[config.mk]
export PLATFORM = sky130hd
export DESIGN_NAME = cache_arbiter
export DESIGN_NICKNAME = d
export VERILOG_FILES = /design/src/rtl/cache_arbiter.sv
export SDC_FILE = /design/constraint.sdc
export NUM_CORES = 1
export LEC_CHECK = 0
export CORE_AREA = 2 2 268 270
export CTS_BUF_LIST = sky130_fd_sc_hd__clkbuf_8 sky130_fd_sc_hd__clkbuf_16
export CTS_CLUSTER_DIAMETER = 60
export DETAILED_ROUTE_END_ITERATION = 12
export DIE_AREA = 0 0 270 272
export PLACE_DENSITY = 0.3
export SYNTH_ARGS = -nofsm -noshare
export SYNTH_HDL_FRONTEND = slang
export SYNTH_SLANG_ARGS = --single-unit
[constraint.sdc]
create_clock -name clk -period 1.75 [get_ports clk]
set_clock_uncertainty 0.2 [all_clocks]
set_input_delay 0.35 -clock clk [delete_from_list [all_inputs] [get_ports clk]]
set_output_delay 0.35 -clock clk [all_outputs]
set_load 0.03 [all_outputs]
[src/rtl/cache_arbiter.sv]
// Round-robin arbiter that puts the I-cache and D-cache line ports onto one L2 port.
// The grant is held until L2 responds, then one bubble cycle lets the owner drop its request.
module cache_arbiter #(
    parameter int unsigned LINE_W = 128,
    parameter int unsigned ADDR_W = 16
) (
    input  logic              clk,
    input  logic              rst,
    input  logic              I_read,
    input  logic [ADDR_W-1:0] I_address,
    output logic [LINE_W-1:0] I_rdata,
    output logic              I_resp,
    input  logic              D_read,
    input  logic              D_write,
    input  logic [ADDR_W-1:0] D_address,
    input  logic [LINE_W-1:0] D_wdata,
    output logic [LINE_W-1:0] D_rdata,
    output logic              D_resp,
    output logic              L2_read,
    output logic              L2_write,
    output logic [ADDR_W-1:0] L2_address,
    output logic [LINE_W-1:0] L2_wdata,
    input  logic [LINE_W-1:0] L2_rdata,
    input  logic              L2_resp
);

    typedef enum logic [1:0] {StIdle, StServeI, StServeD, StDone} state_e;

    state_e state_q, state_d;
    logic   last_grant_q, last_grant_d;  // 0: I-cache, 1: D-cache
    logic   i_req, d_req;

    assign i_req = I_read;
    assign d_req = D_read | D_write;

    always_ff @(posedge clk or posedge rst) begin
        if (rst) begin
            state_q      <= StIdle;
            last_grant_q <= 1'b0;
        end else begin
            state_q      <= state_d;
            last_grant_q <= last_grant_d;
        end
    end

    always_comb begin
        state_d      = state_q;
        last_grant_d = last_grant_q;
        I_rdata      = '0;
        I_resp       = 1'b0;
        D_rdata      = '0;
        D_resp       = 1'b0;
        L2_read      = 1'b0;
        L2_write     = 1'b0;
        L2_address   = '0;
        L2_wdata     = '0;

        unique case (state_q)
            StIdle: begin
                // On a tie the side that was not granted last wins.
                if (i_req && (!d_req || last_grant_q)) begin
                    state_d      = StServeI;
                    last_grant_d = 1'b0;
                end else if (d_req) begin
                    state_d      = StServeD;
                    last_grant_d = 1'b1;
                end
            end
            StServeI: begin
                L2_read    = I_read;
                L2_address = I_address;
                if (L2_resp) begin
                    I_resp  = 1'b1;
                    I_rdata = L2_rdata;
                    state_d = StDone;
                end
            end
            StServeD: begin
                // A writeback takes precedence over a fill when both are raised.
                L2_write   = D_write;
                L2_read    = D_read & ~D_write;
                L2_address = D_address;
                L2_wdata   = D_wdata;
                if (L2_resp) begin
                    D_resp  = 1'b1;
                    D_rdata = L2_rdata;
                    state_d = StDone;
                end
            end
            StDone: begin
                state_d = StIdle;
            end
            default: begin
                state_d = StIdle;
            end
        endcase
    end

endmodule

==> run metrics <==
outcome=complete, but fails checks; failing checks=setup timing; area leader, netlist=and3_1; largest family of logic cells by synthesized area=simple AND/OR/NAND/NOR gates; Core Rows=98; Synth top area share=0.495; CTS H-tree lvls=1; pwr/cell area=1290 mW/mm²; setup TNS=-156.47 ns; asr flop ratio synth=1.00; Final Hold Viols=0; critical path launch point type=flip-flop; Crit Path Class=reg2out; DR vias=between 6,000 and 7,000; antenna-violating nets left=0; WP data arrival=roughly 1.6 ns; Post-Synth XOR/XNOR Area=0; Final Non-Filler Cells=approximately 2,200; Slew HR=0.817; RSZ-0062 raised after global routing=yes; Worst-Margin Slew=between 0.2 and 0.3 ns; Detailed Route WL=38,400 µm; Placeable Area=a little over 0.07 mm²; Synth Area in Simple Gates=0.795; Clock transition at path regs=0.03 ns; total power=17.6 mW; total track usage=0.0913; syn_area_per_cell=6.17 µm²; Min Clock Period, post-route=2.19 ns; Worst Slack Setup Final=-0.445 ns; Post-synth EDFFs=0; count leader, synth=and3_1; Peak VDD IR=about 0.63 mV; I/O pin cnt=698; initial antenna violation count=3; nets=1,536; maximum number of pins on one net before global-route repair=between 50 and 60; vias in the first global route=roughly 7,000; critical path peak fanout=15; gr ovfl total=0; Netlist cell types=22; Synth Cell Area=roughly 0.0032 mm²; fin crit share=1.25; post-synthesis compound-gate area fraction=0.0491; Synth Warn #=0; HP Class=in2async; worst-skew pair later-pin latency=approximately 0.23 ns; Hold-fix buffers, CTS=0; share of cells above drive strength 1=0.741; Clk Tree Root Cell=clkbuf_16; TritonCTS clock tree=built; first-pass GRT wire length=50,700 µm; # DRC=0; area grow syn2layout=321%; max_cap viols=0; placed cell count=around 2,200; TritonCTS Sinks=3; Mapped Cells=524; Die Width=270 µm; synthesized-area fraction occupied by adder cells=0.0155; Max Fclk=456 MHz; DP HPWL=30,600 µm; Inserted Clock Buffers=3; Pre-Repair DR Iteration Count=4; vias per cell=3.10; maximum clock path buffer count=2; gpl congestion=~0.8; post-synthesis register bit count=3; # port buffers=between 600 and 700; top post-synthesis cells by area=and3_1 (49%), and2_1 (25%), clkbuf_1 (5.1%); Setup Viol. Count Final=406; Post-synth top cells=and3_1 (256), and2_1 (131), clkbuf_1 (44); critical path capture point type=primary output; Final Slew Violations=0; DRT iter0 DRCs=148; mux cell area share after synthesis=0.00657; Syn Nets=a little over 800; die area=0.0734 mm²; Main synth FF type=dfrtp_1; Crit path required time=1.20 ns; Setup crit start=state_q[0]; Starting Density=0.0457; die height=272 µm; Seq/Total Area, Yosys=0.0232; routed len/inst=17.5 µm; Lkg Pwr=6.19 nW; worst r2r src=state_q[1]
[worst max-delay path, cell delays in order, from the launching register on]
cell	delay (ns)
dfrtp_1	0.38
inv_2	0.09
ha_4	0.15
buf_4	0.13
buf_12	0.15
clkbuf_16	0.19
and3_4	0.19
buf_6	0.12
[state kept, by name (all words and copies together), names as in the netlist]
register,flops
last_grant_q,1
state_q,2
[repair_timing]
action / CTS / global route
endpoints found under the hold margin: 0 / 0
pin swaps: 12 / 7
gates cloned: 3 / 14
setup endpoints to repair: 406 / 406
setup buffers: 6 / 8
resized for setup: 116 / 112
[routing by layer]
| layer | track usage | part of all wire | vias up |
|---|---|---|---|
| met5 | 0 | 0.00031 | - |
| met4 | 0.00804 | 0.0073 | 2 |
| met3 | 0.0250 | 0.068 | 16 |
| met2 | 0.190 | 0.57 | 324 |
| met1 | 0.0919 | 0.36 | 3191 |
| li1 | - | - | 3255 |
[cells by family after synthesis]
kind of cell,Yosys count
flops,3
compound gates,22
mux,2
buf+inv,82
simple gates,411
fa+ha+maj,4
[stage by stage]
step / setup slack [ns] / cell area (µm²) / hold WS [ns] / utilization
3_3_place_gp: -0.271 / 12200 / 0.272 / 0.172
2_1_floorplan: -0.0946 / 4570 / -0.0964 / -
4_1_cts: -0.457 / 12900 / 0.143 / 0.182
3_5_place_dp: -0.274 / 12200 / 0.274 / 0.172
5_1_grt: -0.501 / 13600 / 0.148 / 0.192
6_report: -0.445 / 13600 / 0.129 / 0.192
[placed cells by master, fill, tap and decap left out, drive strengths merged]
cell type / synthesis / routed
nor2b: 18 / 18
nor2: 1 / 1
or2: 1 / 1
and2: 132 / 132
a311oi: 2 / 2
diode: 0 / 3
and3: 256 / 256
a22oi: 16 / 16
ha: 4 / 4
dfrtp: 3 / 3
o21ai: 1 / 1
clkdlybuf4s50: 0 / 292
mux2: 1 / 1
nor4b: 1 / 1
a31oi: 1 / 1
inv: 5 / 6
nand2: 2 / 2
clkbuf: 59 / 14
a21oi: 2 / 2
buf: 18 / 483
mux2i: 1 / 1
[cell type report]
class	count	area [µm²]
Fill cell	7914	57100
Timing Repair Buffer	786	8110
Multi-Input combinational cell	439	4130
Tap cell	950	1190
Sequential cell	3	75.1
Clock buffer	3	75.1
Inverter	5	18.8
Antenna cell	3	7.51
Clock inverter	1	3.75
[report_power, final]
| part | leakage (nW) | internal [mW] | switching [mW] |
|---|---|---|---|
| sequential | 0.0341 | 0.109 | 0.0288 |
| clock | 0.0423 | 0.295 | 0.0659 |
| combinational | 6.12 | 8.43 | 8.70 |
[final timing paths]
| path | endpoint | slack (ns) | cells after the start |
|---|---|---|---|
| max in group asynchronous | state_q[1] | 1.07 | 2 |
| worst min register to register | last_grant_q | 0.28 | 1 |
| worst min-delay path | last_grant_q | 0.13 | 2 |
| worst max register to register | state_q[1] | -0.18 | 8 |
| min in group clk | last_grant_q | 0.28 | 1 |
| worst max-delay path | D_rdata[98] | -0.44 | 7 |
(Power assumes the default switching activity.)
